File: src/rtl/fir_dec_out.sv
// fir_dec_out: rounds/saturates the 23-bit FIR stream back to Q2.8, decimates by M
// and buffers the result in a small FIFO read through a valid/ready handshake.
module fir_dec_out #(
   parameter int INBIT  = 23,
   parameter int OUTBIT = 11,
   parameter int FRAC   = 8,
   parameter int M      = 4,
   parameter int DEPTH  = 8
) (
   input  logic                     clk,
   input  logic                     rst,
   input  logic                     in_valid,
   input  logic [INBIT-1:0]         in_data,
   output logic                     out_valid,
   input  logic                     out_ready,
   output logic [OUTBIT-1:0]        out_data,
   output logic [$clog2(DEPTH):0]   fifo_level,
   output logic                     sat,
   output logic                     overflow
);
   localparam int PW = M > 1 ? $clog2(M) : 1;
   localparam int LW = $clog2(DEPTH);
   localparam int RW = INBIT - FRAC + 1;
   localparam logic signed [RW-1:0] MAXV = RW'(2 ** (OUTBIT - 1) - 1);
   localparam logic signed [RW-1:0] MINV = RW'(-(2 ** (OUTBIT - 1)));
   logic [PW-1:0] ph;
   logic signed [INBIT:0] sum;
   logic signed [RW-1:0] r;
   logic hi, lo, take, rd, wr, full;
   logic [OUTBIT-1:0] sv, s_data;
   logic s_valid;
   logic [LW-1:0] wr_ptr, rd_ptr;
   logic [OUTBIT-1:0] mem [DEPTH];
   // one extra bit keeps the rounding offset from wrapping at the positive limit
   always_comb begin
      take = in_valid && ph == '0;
      sum  = $signed({in_data[INBIT-1], in_data}) + $signed((INBIT+1)'(1) << (FRAC - 1));
      r    = sum[INBIT:FRAC];
      hi   = r > MAXV;
      lo   = r < MINV;
      sv   = hi ? {1'b0, {(OUTBIT-1){1'b1}}} : lo ? {1'b1, {(OUTBIT-1){1'b0}}} : r[OUTBIT-1:0];
      full = fifo_level == (LW+1)'(DEPTH);
      rd   = out_valid && out_ready;
      wr   = s_valid && (!full || rd);
   end
   assign out_valid = fifo_level != '0;
   assign out_data  = mem[rd_ptr];
   always_ff @(posedge clk or negedge rst) begin
      if (!rst) begin
         ph      <= '0;
         s_valid <= 1'b0;
         s_data  <= '0;
         sat     <= 1'b0;
      end else begin
         ph      <= in_valid ? (ph == PW'(M - 1) ? '0 : ph + 1'b1) : ph;
         s_valid <= take;
         s_data  <= take ? sv : s_data;
         sat     <= take && (hi || lo);
      end
   end
   always_ff @(posedge clk or negedge rst) begin
      if (!rst) begin
         wr_ptr     <= '0;
         rd_ptr     <= '0;
         fifo_level <= '0;
         overflow   <= 1'b0;
         for (int i = 0; i < DEPTH; i++) mem[i] <= '0;
      end else begin
         if (wr) mem[wr_ptr] <= s_data;
         wr_ptr     <= wr ? wr_ptr + 1'b1 : wr_ptr;
         rd_ptr     <= rd ? rd_ptr + 1'b1 : rd_ptr;
         fifo_level <= fifo_level + (LW+1)'(wr) - (LW+1)'(rd);
         overflow   <= overflow || (s_valid && full && !rd);
      end
   end
endmodule

File: config.mk
export PLATFORM = sky130hd
export DESIGN_NAME = fir_dec_out
export DESIGN_NICKNAME = d
export VERILOG_FILES = /design/src/rtl/fir_dec_out.sv
export SDC_FILE = /design/constraint.sdc
export NUM_CORES = 1
export LEC_CHECK = 0
export BUFFER_PORTS_ARGS = -buffer_cell sky130_fd_sc_hd__buf_2
export CORE_MARGIN = 2
export CORE_UTILIZATION = 53
export DETAILED_ROUTE_END_ITERATION = 16
export PLACE_DENSITY = 0.7
export SYNTH_ARGS = -nofsm -noshare
export SYNTH_HDL_FRONTEND = slang
export SYNTH_SLANG_ARGS = --single-unit
File: constraint.sdc
create_clock -name clk -period 2.8 [get_ports clk]
set_input_delay 0.28 -clock clk [delete_from_list [all_inputs] [get_ports clk]]
set_output_delay 0.28 -clock clk [all_outputs]
set_load 0.01 [all_outputs]
# Yosys cells after proc, flatten, opt, wreduce, memory -nomap -nowiden
# Cells that the tools add are included.
# totals
register_bits	114
input_bits	27
output_inout_bits	18
wordCells	54
# classes
n_addsub	6
order_cmp	5
n_eq_ne	2
mux	9
bitwise	2
n_reduce_logical	14
# op_table
op	count
$bwmux 88	1
$mux 11	5
$bmux 11 s3	1
$demux 11 s3	1
$add 23x9->24 const B	1
$gt 16x11->1 const B	1
$lt 16x11->1 const B	1
$ge 4x4->1 const B	2
$not 3->4	2
$logic_and 1x1->1	7
$add 3x1->3 const B	2
$add 4x1->4	1
$eq 4x4->1 const B	1
$lt 4x1->1 const B	1
$reduce_bool 4->1	1
$sub 4x1->4	1
$logic_or 1x1->1	3
$add 2x1->2 const B	1
$eq 2x2->1 const B	1
$logic_not 1->1	2
$logic_not 2->1	1
$mux 2	1

# Logic depth before layout (Yosys ltp)
# depth
ltp_word	6
depth_mapped	11
mapped_depth_nobuf	11

# Worst setup path after synthesis
# OpenSTA, ideal clock, no wires.
# synth_path
kind	register to register
start	register fifo_level[2]
end	register fifo_level[2]
setup_time_ns	0.123
t_arrival_ns	2.191
t_required_ns	2.677
slack_ns	0.486
stages_incl_launch_ff	11
path_buffers	1
period_less_slack_ns	2.314
path_cell_list	dfrtp_1 -> inv_1 -> ha_1 -> nand2b_1 -> a31o_1 -> clkbuf_1 -> ha_1 -> inv_1 -> ha_1 -> fa_1 -> xor2_1
# synth_between
elab_chain_len	6
elab_cells_between_ends	8
cone_classes	add/sub (2); eq/ne (1); reduce/logical (5)
# synth_rtl
element	line_no	source
start, declared	17	output logic [$clog2(DEPTH):0] fifo_level,
start signal, assigned	72	fifo_level <= fifo_level + (LW+1)'(wr) - (LW+1)'(rd);
$eq 4x4->1 or $reduce_bool 4->1 (tied branches)	42, 46	
$logic_not 1->1 or $logic_and 1x1->1 (tied branches)	44, 43	
$logic_or 1x1->1	44	wr = s_valid && (!full || rd);
$logic_and 1x1->1	44	
$add 4x1->4	72	
$sub 4x1->4 *	72	
# Every way passes the cells marked *; elsewhere a longest branch is shown, timed or not.
# A chain may end at the register's enable or synchronous reset.

# Worst setup path in the final report
# layout_path
start	register rd_ptr[0]
end	output out_data[5]
# layout_between
elab_chain_len	4
# layout_rtl
element	line_no	source
start, declared	32	logic [LW-1:0] wr_ptr, rd_ptr;
start signal, assigned	71	rd_ptr <= rd ? rd_ptr + 1'b1 : rd_ptr;
$not 3->4 (not written as such)	47	assign out_data = mem[rd_ptr];
$bmux 11 s3	47	
$mux 11 (not written as such) (2 in series)	47	
end, declared	16	output logic [OUTBIT-1:0] out_data,
# No other way between the ends. The select of a mux whose other input is x is not followed.

==> out/qor.txt <==
Largest net degree at the start of global routing: 47
DRC viols: 0
Worst-path clk slew: 0.05 ns
ANT nets after route: 0
Finish-stage setup viols: 0
Critical R2R Launch: fifo_level[2]$_DFF_PN0_
Comb power frac: 32.3%
TritonRoute pass-1 iters: 6
Hold Path Sink: rd_ptr[2]$_DFFE_PN0P_
First-pass GRT wire length: 18600 microns
Die Area: 11500 sq um
1st-iter DRT viols: 186
Register area share after synthesis: 50.7%
Cells resized by post-CTS repair: 0
Critical path origin: rd_ptr[0]$_DFFE_PN0P_
I/O Buffers: 37
Post-Syn Instances: 392
Critical path buffers and inverters: 2
Reg2Reg Depth: 8
FF+latch count, synth: 114
Crit-path cells: buf_4 > mux4_2 > mux2_2 > buf_2
Post-synth ARST share: 100%
Via density: 5.67
Kind of critical path: reg2out
ANT cells: 0
Post-Syn Area: 5630 sq um
RR Endpoint: mem[85]$_DFFE_PN0P_
Max cap viols: 0
Post-synth EDFFs: 0
Final period util: 91.1%
Final hold vios: 0
Post-layout minimum cycle time: 2.55 ns
Placed Cells: 557
Initial antenna violation count: 0
Clk sinks: 114
Finished Layout Cells: 591
Clock power share: 28.8%
Worst-path maximum fanout: 24
Crit. End Element: output pin
Maximum VDD drop: 0.756 mV
Die H: 107 microns
Ports: 45
Hold crit path type: in2reg
Row count: 37
Worst Max-Slew Pin Slew: 0.763 ns
Final WS setup: 0.250 ns
TritonCTS clock tree: yes
Initial core utilization: 54.5%
Core footprint: 10300 sq um
Unrepaired setup endpoints after global routing: false
Hold_sp: out_ready
Maximum clock frequency: 392 MHz
R2r setup slk: 0.47 ns
Cell Pwr Density: 1160 nW/um^2
Skew-Pair Late Insertion Delay: 0.52 ns
Int Pwr: 5370 uW
Total number of vias: 3353
Slew headroom: 49.2%
Fin Setup TNS: 0 ns
Gr usage total: 21.9%
CP max-delay cell: mux4_2
Skew final: 0.00805 ns
Post-CTS setup buffer count: 0
Nets: 481
Vias in the first global route: 3589
Switching share of power: 30.7%
CP top delay family: multiplexers
Tot Pwr: 7750 uW
HPWL after DPL: 7240 microns
Share of post-route cells with drive strength above 1: 46.2%
DR WL/cell: 19.0 microns
Switch Pwr: 2380 uW
WHS: 0.0644 ns
Post-CTS Hold Buffers: 2
Predominant post-synthesis flop cell: dfrtp_1
Synth warn: 0
Status: finished clean
CP peak stage delay: 0.58 ns
Maximum root-to-sink buffer count: 2
Total gr overflow: 0
Place WS: 0.497 ns
Hold Crit Depth: 3
Area growth syn-to-layout: 18.2%
Syn avg cell area: 14.4 sq um
Root buffer cell: clkbuf_8
Die width: 107 microns
Leak Pwr: 0.00308 uW
Total CTS buffers: 17
Number of H-tree levels: 4
Critical Path AT: 2.27 ns
Critical Path RT: 2.52 ns
Post-Route WL: 11200 microns
Sequential Power Share: 38.9%
Cell variety after synth: 43
Setup crit start kind: flop
Syn_nets: 431
Placer congestion estimate: 0.780
Slew Limit Fails: 0
## cell families after synthesis
family,count (synthesis),share of synthesized area [%]
AND/OR/NAND/NOR,59,6.56
AO/OA/AOI/OAI,27,4.62
XOR/XNOR,18,3.27
adder cells (fa/ha/maj),12,2.80
buffers and inverters,37,2.71
multiplexers,125,29.4
flip-flops,114,50.7
## stage by stage
stage / area [sq um] / utilization [%]
2_1_floorplan: 5630 / -
3_3_place_gp: 6020 / 58.3
3_5_place_dp: 6020 / 58.3
4_1_cts: 6660 / 64.5
5_1_grt: 6660 / 64.5
6_report: 6660 / 64.5
## sequential cells by signal (all words and copies together), names as in the netlist
signal	flops
wr_ptr	3
overflow	1
sat	1
fifo_level	4
s_data	11
mem	88
ph	2
rd_ptr	3
s_valid	1
## cell usage after synthesis, types with 2 or more instances
cell type / instances / area [sq um]
dfrtp_1: 114 / 2850
mux2_2: 93 / 1050
mux4_2: 22 / 495
nand2_1: 20 / 75.1
inv_1: 16 / 60.1
buf_2: 11 / 55.1
ha_1: 11 / 138
nor2_1: 11 / 41.3
xnor2_1: 9 / 78.8
mux2_1: 8 / 90.1
o311ai_1: 8 / 70.1
xor2_1: 7 / 61.3
clkbuf_1: 6 / 22.5
nand3_1: 6 / 30.0
a21oi_1: 4 / 20.0
buf_1: 4 / 15.0
nand4_1: 4 / 25.0
nor4_4: 3 / 63.8
o21ai_0: 3 / 15.0
a32oi_1: 2 / 17.5
a41o_1: 2 / 20.0
mux2i_1: 2 / 20.0
nand2b_1: 2 / 12.5
nand3_2: 2 / 20.0
nand3b_1: 2 / 15.0
nor3_1: 2 / 10.0
nor4b_1: 2 / 17.5
## worst max path at each step
| stage | to | slack (ns) | depth (start not counted) |
|---|---|---|---|
| after floorplan | fifo_level[2]$_DFF_PN0_ | 0.49 | 10 |
| after global placement | fifo_level[2]$_DFF_PN0_ | 0.51 | 10 |
| after detailed placement | fifo_level[2]$_DFF_PN0_ | 0.50 | 10 |
| after CTS | out_data[5] | 0.20 | 4 |
| after global routing | out_data[5] | 0.11 | 4 |
| final | out_data[5] | 0.25 | 4 |
## area by class of cell
| class | instances | area (sq um) |
|---|---|---|
| repair buffers | 52 | 318 |
| flip-flops and latches | 114 | 2850 |
| clock inverters | 10 | 155 |
| multi-input cells | 241 | 2640 |
| clock buffers | 22 | 463 |
| fillers | 760 | 3670 |
| inverters | 16 | 60.1 |
| well taps | 136 | 170 |
## routing by layer
metal	GRT usage (%)	vias to the layer above	part of all wire, %
met1	29.5	1737	46
met3	5.29	10	3.4
met2	35.5	64	50
li1	-	1542	-
met5	0	-	0
met4	6.68	0	1.2
## power groups by stage
| stage | sequential [uW] | combinational, uW | clock (uW) |
|---|---|---|---|
| floorplan | 2770 | 1980 | 0 |
| global placement | 2960 | 2440 | 0 |
| detailed placement | 3030 | 2510 | 0 |
| CTS | 3020 | 2550 | 2260 |
| global route | 3130 | 2760 | 2340 |
| finish | 3020 | 2500 | 2230 |
## worst reg2reg max path, cell delays in order, from the launching register on
cell and delay (ns):
dfrtp_1 0.33, inv_1 0.07, ha_1 0.21, nand2b_1 0.15, a31o_1 0.23, buf_4 0.17
nor2_1 0.15, nand2_1 0.44, mux2_2 0.45
## cell usage in the layout, fill, tap and decap left out, types with 3 or more instances in the layout
| master | synthesis | layout |
|---|---|---|
| xnor2_1 | 9 | 9 |
| bufinv_16 | 0 | 4 |
| o21ai_0 | 3 | 3 |
| nor2_1 | 11 | 11 |
| nor4_4 | 3 | 3 |
| mux4_2 | 22 | 22 |
| nand4_1 | 4 | 4 |
| mux2_1 | 8 | 8 |
| clkbuf_16 | 0 | 16 |
| buf_2 | 11 | 36 |
| nand3_1 | 6 | 6 |
| clkinv_2 | 0 | 4 |
| inv_1 | 16 | 16 |
| mux2_2 | 93 | 93 |
| nand2_1 | 20 | 20 |
| buf_4 | 0 | 13 |
| xor2_1 | 7 | 7 |
| dfrtp_1 | 114 | 114 |
| clkbuf_8 | 0 | 4 |
| a21oi_1 | 4 | 4 |
| ha_1 | 11 | 11 |
| o311ai_1 | 8 | 8 |
Note: power is estimated with default switching activity, not from simulation.
